==> src/rtl/cordic_pkg.sv <==
// -----------------------------------------------------------------------------
// cordic_pkg
// Shared constants for the CORDIC rotator / vectoring pair.
//   ANGLE_FRAC      : fractional bits of the angle format (Q3.14 radians)
//   PI_Q, HALF_PI_Q : pi and pi/2 in that format
//   CORDIC_GAIN_INV : 1/K pre-scale the rotator applies (16384 = 1.0)
//   ATAN_TABLE      : atan(2^-i) in Q3.14, rounded, i = 0..15
//   cordic_state_t  : sequencing states of the iterative engines
// -----------------------------------------------------------------------------
package cordic_pkg;

    localparam int ANGLE_FRAC      = 14;
    localparam int PI_Q            = 51472;
    localparam int HALF_PI_Q       = 25736;
    localparam int CORDIC_GAIN_INV = 9949;

    localparam int ATAN_DEPTH = 16;
    localparam int ATAN_IDX_W = 4;

    localparam int ATAN_TABLE [ATAN_DEPTH] = '{
        12868, 7596, 4014, 2037, 1023, 512, 256, 128,
        64,    32,   16,   8,    4,    2,   1,   1
    };

    typedef enum logic [1:0] {
        ST_IDLE = 2'd0,
        ST_PRE  = 2'd1,
        ST_ROT  = 2'd2,
        ST_DONE = 2'd3
    } cordic_state_t;

endpackage

==> src/rtl/cordic_atan_rom.sv <==
// -----------------------------------------------------------------------------
// cordic_atan_rom
// Combinational lookup of the micro-rotation angle atan(2^-idx).
//   idx  : iteration index, 0..15
//   atan : angle in Q3.14 radians, sign-extended to AW bits
// -----------------------------------------------------------------------------
module cordic_atan_rom
    import cordic_pkg::*;
#(
    parameter int AW = 19
) (
    input  logic [ATAN_IDX_W-1:0] idx,
    output logic signed [AW-1:0]  atan
);

    logic signed [AW-1:0] table_w [ATAN_DEPTH];

    genvar gi;
    generate
        for (gi = 0; gi < ATAN_DEPTH; gi++) begin : g_table
            assign table_w[gi] = AW'(ATAN_TABLE[gi]);
        end
    endgenerate

    assign atan = table_w[idx];

endmodule

==> src/rtl/cordic_vectoring.sv <==
// -----------------------------------------------------------------------------
// cordic_vectoring
// Iterative vectoring-mode CORDIC: drives y to zero and returns the
// accumulated angle atan2(y, x) together with the gained magnitude.
//   clk       : system clock, rising edge
//   rst_n     : asynchronous active-low reset
//   start     : request pulse, sampled only while idle
//   x_in/y_in : signed Cartesian input (IW bits)
//   busy      : operation in progress (from the cycle after acceptance)
//   done      : one-cycle pulse when mag_out/phase_out are updated
//   mag_out   : K*sqrt(x^2+y^2), K ~ 1.64676, unsigned IW+2 bits
//   phase_out : atan2(y, x), Q3.14 radians, clamped to +/-pi
// Latency: start accepted at edge N -> done visible after edge N+ITER+2.
// -----------------------------------------------------------------------------
module cordic_vectoring
    import cordic_pkg::*;
#(
    parameter int ITER = 16,
    parameter int IW   = 16,
    parameter int GW   = 3
) (
    input  logic                 clk,
    input  logic                 rst_n,
    input  logic                 start,
    input  logic signed [IW-1:0] x_in,
    input  logic signed [IW-1:0] y_in,
    output logic                 busy,
    output logic                 done,
    output logic [IW+1:0]        mag_out,
    output logic signed [IW:0]   phase_out
);

    // x/y carry guard bits so that the fold of -2^(IW-1) and the CORDIC
    // growth (up to K*sqrt(2)) stay representable.
    localparam int XW = IW + GW;
    // Angle accumulator: +/-pi plus the full table sum fits in 19 bits.
    localparam int ZW = ANGLE_FRAC + 5;

    localparam logic signed [ZW-1:0] PI_Z     = ZW'(PI_Q);
    localparam logic signed [ZW-1:0] NEG_PI_Z = -ZW'(PI_Q);
    localparam logic signed [IW:0]   PI_P     = (IW + 1)'(PI_Q);
    localparam logic signed [IW:0]   NEG_PI_P = -((IW + 1)'(PI_Q));
    localparam logic [ATAN_IDX_W-1:0] LAST_IDX = ATAN_IDX_W'(ITER - 1);

    // ------------------------------------------------------------------
    // State
    // ------------------------------------------------------------------
    cordic_state_t state_reg, state_next;

    logic signed [XW-1:0]   x_reg, y_reg;
    logic signed [ZW-1:0]   z_reg;
    logic [ATAN_IDX_W-1:0]  iter_reg;
    logic                   zero_reg;
    logic                   done_reg;
    logic [IW+1:0]          mag_reg;
    logic signed [IW:0]     phase_reg;

    // Control strobes decoded from the state
    logic load_en, pre_en, rot_en, fin_en;

    // ------------------------------------------------------------------
    // FSM: state register
    // ------------------------------------------------------------------
    always_ff @(posedge clk or negedge rst_n) begin
        if (!rst_n) begin
            state_reg <= ST_IDLE;
        end else begin
            state_reg <= state_next;
        end
    end

    // ------------------------------------------------------------------
    // FSM: next-state logic
    // ------------------------------------------------------------------
    always_comb begin
        state_next = state_reg;
        unique case (state_reg)
            ST_IDLE: if (start) state_next = ST_PRE;
            ST_PRE:  state_next = ST_ROT;
            ST_ROT:  if (iter_reg == LAST_IDX) state_next = ST_DONE;
            ST_DONE: state_next = ST_IDLE;
            default: state_next = ST_IDLE;
        endcase
    end

    // ------------------------------------------------------------------
    // FSM: output decode
    // ------------------------------------------------------------------
    always_comb begin
        load_en = 1'b0;
        pre_en  = 1'b0;
        rot_en  = 1'b0;
        fin_en  = 1'b0;
        busy    = 1'b0;
        unique case (state_reg)
            ST_IDLE: load_en = start;
            ST_PRE:  begin pre_en = 1'b1; busy = 1'b1; end
            ST_ROT:  begin rot_en = 1'b1; busy = 1'b1; end
            ST_DONE: begin fin_en = 1'b1; busy = 1'b1; end
            default: ;
        endcase
    end

    // ------------------------------------------------------------------
    // Micro-rotation datapath
    // ------------------------------------------------------------------
    logic signed [ZW-1:0] atan_i;
    logic signed [XW-1:0] x_sh, y_sh;
    logic signed [XW-1:0] x_rot, y_rot;
    logic signed [ZW-1:0] z_rot;

    cordic_atan_rom #(
        .AW (ZW)
    ) u_atan_rom (
        .idx  (iter_reg),
        .atan (atan_i)
    );

    assign x_sh = x_reg >>> iter_reg;
    assign y_sh = y_reg >>> iter_reg;

    // Rotate toward the x axis: the sign of y picks the direction.
    always_comb begin
        if (!y_reg[XW-1]) begin
            x_rot = x_reg + y_sh;
            y_rot = y_reg - x_sh;
            z_rot = z_reg + atan_i;
        end else begin
            x_rot = x_reg - y_sh;
            y_rot = y_reg + x_sh;
            z_rot = z_reg - atan_i;
        end
    end

    // Final phase: the residual table error can push z just past +/-pi.
    logic signed [IW:0] phase_sat;
    always_comb begin
        if (zero_reg) begin
            phase_sat = '0;
        end else if (z_reg > PI_Z) begin
            phase_sat = PI_P;
        end else if (z_reg < NEG_PI_Z) begin
            phase_sat = NEG_PI_P;
        end else begin
            phase_sat = z_reg[IW:0];
        end
    end

    always_ff @(posedge clk or negedge rst_n) begin
        if (!rst_n) begin
            x_reg     <= '0;
            y_reg     <= '0;
            z_reg     <= '0;
            iter_reg  <= '0;
            zero_reg  <= 1'b0;
            done_reg  <= 1'b0;
            mag_reg   <= '0;
            phase_reg <= '0;
        end else begin
            done_reg <= fin_en;

            if (load_en) begin
                x_reg    <= XW'(x_in);
                y_reg    <= XW'(y_in);
                zero_reg <= (x_in == '0) && (y_in == '0);
            end

            if (pre_en) begin
                iter_reg <= '0;
                if (x_reg[XW-1]) begin
                    // Left half-plane: rotate by pi. y still holds the
                    // original sample, so y == 0 folds to +pi.
                    x_reg <= -x_reg;
                    y_reg <= -y_reg;
                    z_reg <= y_reg[XW-1] ? NEG_PI_Z : PI_Z;
                end else begin
                    z_reg <= '0;
                end
            end

            if (rot_en) begin
                x_reg    <= x_rot;
                y_reg    <= y_rot;
                z_reg    <= z_rot;
                iter_reg <= iter_reg + 1'b1;
            end

            if (fin_en) begin
                mag_reg   <= zero_reg ? '0 : x_reg[IW+1:0];
                phase_reg <= phase_sat;
            end
        end
    end

    assign done      = done_reg;
    assign mag_out   = mag_reg;
    assign phase_out = phase_reg;

endmodule
==> config.mk <==
export PLATFORM = sky130hd
export DESIGN_NAME = cordic_vectoring
export DESIGN_NICKNAME = d
export VERILOG_FILES = /design/src/rtl/cordic_pkg.sv /design/src/rtl/cordic_atan_rom.sv /design/src/rtl/cordic_vectoring.sv
export SDC_FILE = /design/constraint.sdc
export NUM_CORES = 1
export LEC_CHECK = 0
export ABC_AREA = 1
export ABC_CLOCK_PERIOD_IN_PS = 4260
export CAP_MARGIN = 20
export CORE_MARGIN = 1.5
export CORE_UTILIZATION = 50
export CTS_CLUSTER_DIAMETER = 150
export DETAILED_ROUTE_END_ITERATION = 10
export PLACE_DENSITY_LB_ADDON = 0.1
export SYNTH_ARGS = -nofsm -noshare
export SYNTH_HDL_FRONTEND = slang
export SYNTH_SLANG_ARGS = --single-unit
==> constraint.sdc <==
create_clock -name clk -period 4.26 [get_ports clk]
set_input_delay 0.852 -clock clk [delete_from_list [all_inputs] [get_ports clk]]
set_output_delay 0.852 -clock clk [all_outputs]
set_load 0.02 [all_outputs]
==> flow_summary.yaml <==
die:
  initial_core_util: 0.5068
  core_um2: 21760
  boundaryPins: 72
  die_w_um: 151.5
  rows: 54
  die-area_um2: 22950
  dieHeight_um: 151.5
timing:
  finalCritPeriodShare: 0.9359
  fin_crit_ns: 3.987
  setup_viol: 0
  rsz0062_at_grt: "yes"
  whs_ns: 0.4810
  slew_headroom: 0.3125
  finalHoldViolCount: 0
  fin_setup_tns_ns: 0
  final-max-slew-violation-count: 0
  skew_ns: 0.01349
  timing.fmax_mhz: 250.8
  fin_ws_ns: 0.2731
  tightestPinTransition_ns: 1.030
routing:
  drcViolationCount: 0
  drt_pass1_iterations: 6
  drtIter0Drc: 1054
  routed_wl_mm: 37.32
  dr_total_vias: 12330
  via_per_inst: 5.864
  wire_per_inst_um: 17.74
  antenna_left: 0
logic_synthesis:
  syn_nets: 1874
  synth_edf_count: 0
  synth.cell_area_um2: 11030
  ys_ff_latch: 100
  synth_sequential_area_ratio: 0.2269
  synthArstFlopShare: 1.000
  synth_ff_type: "dfrtp_1"
  synth_area_per_cell_um2: 6.258
  syn_inst: 1762
  yosysWarnings: 0
  yosysUniqueCellTypes: 55
clocking:
  clockBufferDepth: 2
  clock_latency_ns: 0.38
  ctsHoldBuffers: 0
  cts_tree: "yes"
  htree_levels: 3
  cts_root_buffer: "clkbuf_16"
  numCtsBuffers: 9
  path_clk_slew_ns: 0.09
  clock_sinks: 100
layout:
  drive_above_1_share: 0.05979
  diodes: 0
  final_common_cell: "nand2_1"
  fin_nets: 1930
  synthToLayoutAreaGrowth_pct: 13.38
  final_cell_mix: "nand2_1 (492), inv_1 (171), nand3_1 (165)"
setup_path:
  start_kind: "flop"
  crit_required_ns: 4.52
  worstPathArrival_ns: 4.25
  critPathCaptureType: "flop"
  cp_max_fo: 28
  path_class: "reg -> reg"
placement:
  gp_congestion: 0.9818
  pre_cts_slack_ns: 0.1658
  dp_hpwl_mm: 29.05
  port_buffers: 71
grt:
  grt_use_total: 0.3302
  antenna_found_initial: 0
  overflow: 0
  grt_pass1_vias: 11210
  grt_pass1_wl_mm: 58.73
  grt_max_degree: 67
worst_hold_path:
  hold_path_class: "reg -> reg"
job:
  maxCapViolCount: 0
outcome:
  status: "completed"
## per-layer routing
metal	vias up	wire, um	share of wire	GRT usage
li1	6062	-	-	-
met1	5710	16300	0.44	0.4347
met2	475	17560	0.47	0.5532
met3	86	2033	0.054	0.03413
met4	0	1430	0.038	0.1346
met5	-	0	0	0
## timing repair
item                       in CTS  in global routing
setup endpoints to repair       0                 15
buffers inserted                0                  2
hold endpoints to repair        0                  0
gates resized for setup         0                 23
## kinds of logic (layout without fill, tap and decap cells)
kind of cell,Yosys count,in the layout,share of synthesized area
compound gates,412,412,0.2123
mux,2,2,0.001816
fa+ha+maj,77,77,0.08941
buf+inv,248,309,0.09009
simple gates,869,869,0.3365
flops,100,100,0.2269
xor+xnor,54,54,0.04289
## area by class of cell
cell class	count	area [um^2]
tap	280	350.3
multi-input combinational	1414	7591
inverter	184	690.7
fill	2177	9254
sequential	100	2502
clock buffer	9	225.2
timing repair buffer	109	1051
clock inverter	7	91.34
## worst paths after layout
check	from	to	slack [ns]	cells past startpoint
worst min register to register	phase_out[12]	phase_out[12]	0.48	2
worst max register to register	iter_reg[0]	y_reg[15]	0.27	24
min in group asynchronous	rst_n	phase_out[13]	0.59	1
max in group asynchronous	rst_n	y_reg[5]	2.80	2
worst max-delay path	iter_reg[0]	y_reg[15]	0.27	24
worst min-delay path	phase_out[12]	phase_out[12]	0.48	2
## cell usage after synthesis (all sizes together) (4+ instances only)
library cell / count / share of area
o211ai: 27 / 0.019
nand2: 498 / 0.17
a21o: 6 / 0.0041
and2: 6 / 0.0034
a31oi: 17 / 0.0096
o22ai: 6 / 0.0034
inv: 182 / 0.062
buf: 31 / 0.016
ha: 74 / 0.084
nor4: 10 / 0.0057
nand4: 18 / 0.011
o31ai: 10 / 0.0068
o221ai: 6 / 0.0048
xor2: 29 / 0.023
o311ai: 4 / 0.0032
a21oi: 134 / 0.062
o21ai: 174 / 0.080
clkbuf: 33 / 0.011
dfrtp: 100 / 0.23
xnor2: 25 / 0.020
a22oi: 12 / 0.0082
nand3: 167 / 0.076
nor3: 26 / 0.013
nor2: 134 / 0.050
or2: 4 / 0.0023
## per-stage QoR
| step | util | cells | instance area [um^2] |
|---|---|---|---|
| after floorplan | - | 1762 | 11030 |
| after global placement | 0.5563 | 2085 | 12100 |
| after detailed placement | 0.5563 | 2085 | 12100 |
| after CTS | 0.5709 | 2101 | 12420 |
| after global routing | 0.5746 | 2103 | 12500 |
| final | 0.5746 | 2103 | 12500 |
## critical path, cell delays in order (launching register included)
cell	delay, ns
dfrtp_1	0.42
buf_6	0.19
o21ai_1	0.26
nand2_1	0.08
o211ai_1	0.10
nand2_1	0.11
a21oi_2	0.16
ha_1	0.19
inv_1	0.04
nor2_1	0.09
nand2_1	0.10
nor2_4	0.17
a31oi_1	0.11
xnor2_1	0.23
inv_1	0.08
ha_1	0.34
nand2_1	0.10
nor2_1	0.19
nand2_1	0.10
o2111ai_1	0.18
a21oi_1	0.18
o21ai_0	0.22
a21oi_1	0.08
o21ai_0	0.09
nand2_1	0.06
Power is left out: the tool's default activity adds up to more than one toggle a clock period on the data nets, which glitch-free logic cannot reach.
